[src/rtl/mem_ctrl_pkg.sv]
`default_nettype none
// ============================================================================
// Module   : mem_ctrl_pkg
// Brief    : Shared encodings for the data-memory access sequencer.
// Revision : 1.0 - initial release
// ============================================================================
package mem_ctrl_pkg;

    localparam logic [1:0] SZ_BYTE = 2'b00;
    localparam logic [1:0] SZ_HALF = 2'b01;
    localparam logic [1:0] SZ_WORD = 2'b10;
    localparam logic [1:0] SZ_ILL  = 2'b11;

    localparam int OP_STORE_BIT = 2;
    localparam int OP_SIZE_MSB  = 1;
    localparam int OP_SIZE_LSB  = 0;

    localparam logic [2:0] ST_IDLE    = 3'd0;
    localparam logic [2:0] ST_READ    = 3'd1;
    localparam logic [2:0] ST_CAPTURE = 3'd2;
    localparam logic [2:0] ST_WRITE   = 3'd3;
    localparam logic [2:0] ST_DONE    = 3'd4;
    localparam logic [2:0] ST_ERR     = 3'd5;

    typedef enum logic [2:0] {
        S_IDLE    = ST_IDLE,
        S_READ    = ST_READ,
        S_CAPTURE = ST_CAPTURE,
        S_WRITE   = ST_WRITE,
        S_DONE    = ST_DONE,
        S_ERR     = ST_ERR
    } state_t;

    // Illegal size, or an address that does not sit on the access boundary.
    function automatic logic access_bad(input logic [1:0] size, input logic [1:0] lo);
        logic bad;
        bad = 1'b0;
        case (size)
            SZ_ILL:  bad = 1'b1;
            SZ_WORD: bad = (lo != 2'b00);
            SZ_HALF: bad = lo[0];
            default: bad = 1'b0;
        endcase
        return bad;
    endfunction

endpackage
`default_nettype wire

[src/rtl/store_merge.sv]
`default_nettype none
// ============================================================================
// Module   : store_merge
// Brief    : Merges sub-word store data into the low lanes of a memory word.
// Revision : 1.0 - initial release
// ============================================================================
module store_merge
    import mem_ctrl_pkg::*;
(
    input  logic [1:0]  size,
    input  logic [31:0] mdr,
    input  logic [31:0] wdata,
    output logic [31:0] merged
);

    always_comb begin
        merged = wdata;
        case (size)
            SZ_HALF: merged = {mdr[31:16], wdata[15:0]};
            SZ_BYTE: merged = {mdr[31:8],  wdata[7:0]};
            default: merged = wdata;
        endcase
    end

endmodule
`default_nettype wire

[src/rtl/mem_access_ctrl.sv]
`default_nettype none
// ============================================================================
// Module   : mem_access_ctrl
// Brief    : Multicycle load/store sequencer with read-modify-write sub-word stores.
// Revision : 1.0 - initial release
// ============================================================================
module mem_access_ctrl
    import mem_ctrl_pkg::*;
#(
    parameter int MEM_LATENCY = 1
)(
    input  logic        clk,
    input  logic        reset,
    input  logic        start,
    input  logic [2:0]  op,
    input  logic [31:0] addr,
    input  logic [31:0] wdata,
    output logic        busy,
    output logic        done,
    output logic        err,
    output logic [31:0] mem_addr,
    output logic        mem_wr,
    output logic [31:0] mem_wdata,
    input  logic [31:0] mem_rdata,
    output logic [31:0] mdr_out,
    output logic [1:0]  ls_cmd
);

    localparam logic [3:0] C_LAST_CNT = 4'(MEM_LATENCY - 1);

    state_t      r_state;
    state_t      w_next;
    logic [2:0]  r_op;
    logic [29:0] r_waddr;
    logic [31:0] r_wdata;
    logic [31:0] r_mdr;
    logic [3:0]  r_cnt;
    logic [1:0]  r_ls_cmd;
    logic [31:0] w_merged;
    logic        w_accept;
    logic        w_bad;
    logic        w_store;
    logic [1:0]  w_size;

    assign w_accept = (r_state == S_IDLE) && start;
    assign w_store  = op[OP_STORE_BIT];
    assign w_size   = op[OP_SIZE_MSB:OP_SIZE_LSB];
    assign w_bad    = access_bad(w_size, addr[1:0]);

    always_comb begin
        w_next = r_state;
        case (r_state)
            S_IDLE: begin
                if (start) begin
                    if (w_bad)
                        w_next = S_ERR;
                    else if (w_store && (w_size == SZ_WORD))
                        w_next = S_WRITE;
                    else
                        w_next = S_READ;
                end
            end
            S_READ:    if (r_cnt == C_LAST_CNT) w_next = S_CAPTURE;
            S_CAPTURE: w_next = r_op[OP_STORE_BIT] ? S_WRITE : S_DONE;
            S_WRITE:   w_next = S_DONE;
            S_DONE:    w_next = S_IDLE;
            S_ERR:     w_next = S_IDLE;
            default:   w_next = S_IDLE;
        endcase
    end

    always_ff @(posedge clk) begin
        if (!reset) begin
            r_state  <= S_IDLE;
            r_op     <= 3'b000;
            r_waddr  <= 30'd0;
            r_wdata  <= 32'd0;
            r_mdr    <= 32'd0;
            r_cnt    <= 4'd0;
            r_ls_cmd <= SZ_WORD;
        end else begin
            r_state <= w_next;
            if (w_accept) begin
                r_op     <= op;
                r_waddr  <= addr[31:2];
                r_wdata  <= wdata;
                r_ls_cmd <= w_store ? SZ_WORD : w_size;
            end
            // Counter only runs while waiting on the memory read latency.
            if (r_state == S_READ)
                r_cnt <= r_cnt + 4'd1;
            else
                r_cnt <= 4'd0;
            if (r_state == S_CAPTURE)
                r_mdr <= mem_rdata;
        end
    end

    store_merge u_store_merge (
        .size   (r_op[OP_SIZE_MSB:OP_SIZE_LSB]),
        .mdr    (r_mdr),
        .wdata  (r_wdata),
        .merged (w_merged)
    );

    assign busy      = (r_state != S_IDLE);
    assign done      = (r_state == S_DONE) || (r_state == S_ERR);
    assign err       = (r_state == S_ERR);
    assign mem_wr    = (r_state == S_WRITE);
    assign mem_addr  = {r_waddr, 2'b00};
    assign mem_wdata = w_merged;
    assign mdr_out   = r_mdr;
    assign ls_cmd    = r_ls_cmd;

endmodule
`default_nettype wire
[config.mk]
export PLATFORM = sky130hd
export DESIGN_NAME = mem_access_ctrl
export DESIGN_NICKNAME = d
export VERILOG_FILES = /design/src/rtl/mem_ctrl_pkg.sv /design/src/rtl/store_merge.sv /design/src/rtl/mem_access_ctrl.sv
export SDC_FILE = /design/constraint.sdc
export NUM_CORES = 1
export LEC_CHECK = 0
export ABC_CLOCK_PERIOD_IN_PS = 1680
export BUFFER_PORTS_ARGS = -buffer_cell sky130_fd_sc_hd__buf_2
export CORE_ASPECT_RATIO = 2
export CORE_MARGIN = 2
export CORE_UTILIZATION = 30
export CTS_CLUSTER_DIAMETER = 50
export DETAILED_ROUTE_END_ITERATION = 6
export PLACE_DENSITY = 0.66
export SETUP_SLACK_MARGIN = 0.05
export SLEW_MARGIN = 20
export SYNTH_ARGS = -nofsm -noshare
export SYNTH_HDL_FRONTEND = slang
export SYNTH_SLANG_ARGS = --single-unit
[constraint.sdc]
create_clock -name clk -period 1.68 [get_ports clk]
set_clock_uncertainty 0.2 [all_clocks]
set_input_delay 0.336 -clock clk [delete_from_list [all_inputs] [get_ports clk]]
set_output_delay 0.336 -clock clk [all_outputs]
set_load 0.02 [all_outputs]
==> metrics <==
top cells by area, synth dfxtp_1, nand2_1, a21boi_0; port bufs 201; CP Launch Type flip-flop; hold path cells 3; synth warn 0; total die area 15,700 µm²; CP Cell Sequence buf_12 -> mux2_2 -> buf_2; Pwr Total 7790 µW; failing checks negative setup slack; worst skew pair latency 0.33 ns; Clock power frac 26.5%; clock transition at the registers of the reported paths 0.08 ns; final WL 15.4 mm; Synth Instances 515; worst r2r dst mdr_out[18]$_SDFFE_PN0N_; Crit path buffers/inverters 2; Final setup viols 127; Hold WS 0.0200 ns; Final Max Tran Viols 0; Leakage 0.00349 µW; GRT Total Usage 18.9%; TritonRoute pass-1 iters 4; Setup WS post-layout -0.260 ns; max cap viols 0; setup slack, reg-to-reg -0.15 ns; R2R depth 7; vias per cell 4.64; Switching Power 2570 µW; Fin Setup TNS -16.64 ns; Hold Path Class primary input to flip-flop; Area Overhead vs Synth 72.9%; layout net count 846; non-filler cells, final 940; layout cells sized above 1 60.5%; status finished with violations; PD cells 1030 nW/µm²; Max VDD drop 584 µV; Synth top area share 48.4%; syn avg cell area 8.52 µm²; Detail Route Antenna Nets 0; CP endpoint kind output port; total congestion overflow 0; Post-synth EDFFs 0; CTS tree yes; number of H-tree levels 3; FMAX 516 MHz; ys flop type dfxtp_1; CP max stage cell dfxtp_4; chip height 175 µm; synthesized area 4390 µm²; Initial Util 30.6%; Yosys top cell by area dfxtp_1; Die X 89.5 µm; gp weighted congestion 0.833; cts bufs inserted 9; sequential share of the synthesized area 48.4%; initial antenna violation count 1; clk buf depth 2; Crit path largest cell delay 0.40 ns; CP Data Arrival Time 1.40 ns; FF-to-FF Start r_state[0]$_SDFFE_PN0P_; final critical-path required period 1.94 ns; Rows 62; Crit path max-delay family flip-flops; DRC viols 0; routed length per instance 16.4 µm; CTS Root Cell clkbuf_16; Worst Path Required 1.14 ns; Placed Instances 881; switch share 33.0%; # fillers 1,290; crit path kind flip-flop to output port; vias in the first global route 4,256; pin count of the biggest net entering global routing 53; CP max FO 13; first-pass GRT wire length 22.1 mm; internal power 5220 µW; Hold EP r_wdata[20]$_SDFFE_PN0P_; Vias 4,360; Unique masters post-synth 37; clock sink total 106; Hold Startpoint wdata[20]; ys async rst share 0%; Tcrit/Tclk final 115%; I/O pin count 204; Hold Fails Final Rpt 0; #FFs+latches synth 106; DP Worst Slack -0.171 ns; Flop pwr share 37.4%; DR iter-0 viols 133; combinational fraction of design power 36.1%; core area 14,400 µm²; dpl hpwl 8.95 mm; unrepaired setup endpoints after global routing true
-- registers in the layout (all words and copies together) (netlist names) --
signal   cells
r_op         3
r_waddr     30
r_wdata     32
mdr_out     32
r_state      3
ls_cmd       2
r_cnt        4
-- synth_stat cells (all sizes together), types with 2 or more instances --
cell	n
nand2	196
dfxtp	106
a21boi	99
clkbuf	27
mux2	24
buf	20
nor2	8
inv	4
nor3	3
and3	2
ha	2
nor3b	2
nor4b	2
-- worst min-delay path, stage by stage --
cell and delay (ns):
buf_2 0.09, nand2_1 0.04, a21boi_1 0.05
-- how the worst max path moves through the flow --
stage / cells after the start / end / startpoint / slack (ns)
3_5_place_dp: 5 / ls_cmd[1]$_SDFFE_PN1P_ / start / -0.17
4_1_cts: 4 / mem_wdata[8] / r_op[1]$_SDFFE_PN0P_ / -0.30
2_1_floorplan: 3 / mem_wdata[16] / r_op[1]$_SDFFE_PN0P_ / 0.02
3_3_place_gp: 5 / ls_cmd[1]$_SDFFE_PN1P_ / start / -0.16
6_report: 3 / mem_wdata[20] / r_op[1]$_SDFFE_PN0P_ / -0.26
5_1_grt: 3 / mem_wdata[27] / r_op[1]$_SDFFE_PN0P_ / -0.31
-- power by group through the flow --
stage               Clock (µW)  Sequential [µW]  Combinational, µW
global route              2230             2940               2990
CTS                       2140             2880               2740
finish                    2060             2920               2820
detailed placement           0             2930               1530
global placement             0             2920               1520
floorplan                    0             3050                845
-- layer usage --
layer  GRT usage [%]  routed length, µm  vias up
met5               0                  0        -
met4            8.77                468        0
met3            2.83                539       28
met2            35.9               9000      140
met1            19.1               5380     2056
li1                -                  -     2136
-- what timing repair did --
| item | in CTS | in global routing |
|---|---|---|
| setup buffers | 28 | 11 |
| pin swaps | 55 | 122 |
| gates resized for setup | 180 | 193 |
| cloned | 18 | 1 |
| hold buffers | 0 | 0 |
| endpoints found under the setup margin | 130 | 130 |
-- stage by stage --
step / area [µm²] / utilization, %
finish: 7580 / 52.8
global route: 7580 / 52.8
CTS: 7100 / 49.5
detailed placement: 5660 / 39.4
global placement: 5660 / 39.4
floorplan: 4440 / -
-- layout by cell type (no fill, tap or decap), types with 2 or more instances in the layout --
cell,instances
buf_16,8
buf_2,187
clkinv_4,2
buf_12,18
mux2_4,9
buf_6,29
nand2_2,32
nand2_1,103
clkbuf_16,10
dfxtp_4,2
mux2_2,15
inv_1,3
nand2_4,61
buf_8,5
a21boi_1,61
dfxtp_1,103
nor2_1,5
ha_1,2
conb_1,2
nor4b_4,2
inv_6,4
buf_4,14
nor2_4,2
a21boi_2,37
-- final cells by class --
type / count / area (µm²) / share of cell area (%)
sequential: 106 / 2130 / 28.1
clock buffer: 10 / 239 / 3.15
clock inverter: 6 / 48.8 / 0.643
antenna: 1 / 2.50 / 0.0330
multi-input combinational: 359 / 2850 / 37.6
inverter: 4 / 20.0 / 0.264
tap: 192 / 240 / 3.17
timing repair buffer: 262 / 2050 / 27.0
-- kinds of logic (layout without fill, tap and decap cells) --
family / count (synthesis) / after routing / synth area share [%]
adder cells (fa/ha/maj): 2 / 2 / 0.570
XOR/XNOR: 2 / 2 / 0.399
AND/OR/NAND/NOR: 221 / 221 / 20.4
buffers and inverters: 51 / 282 / 5.50
other: 1 / 3 / 0.0855
flip-flops: 106 / 106 / 48.4
AO/OA/AOI/OAI: 107 / 107 / 18.3
multiplexers: 25 / 25 / 6.39
Note: power is estimated with default switching activity, not from simulation.
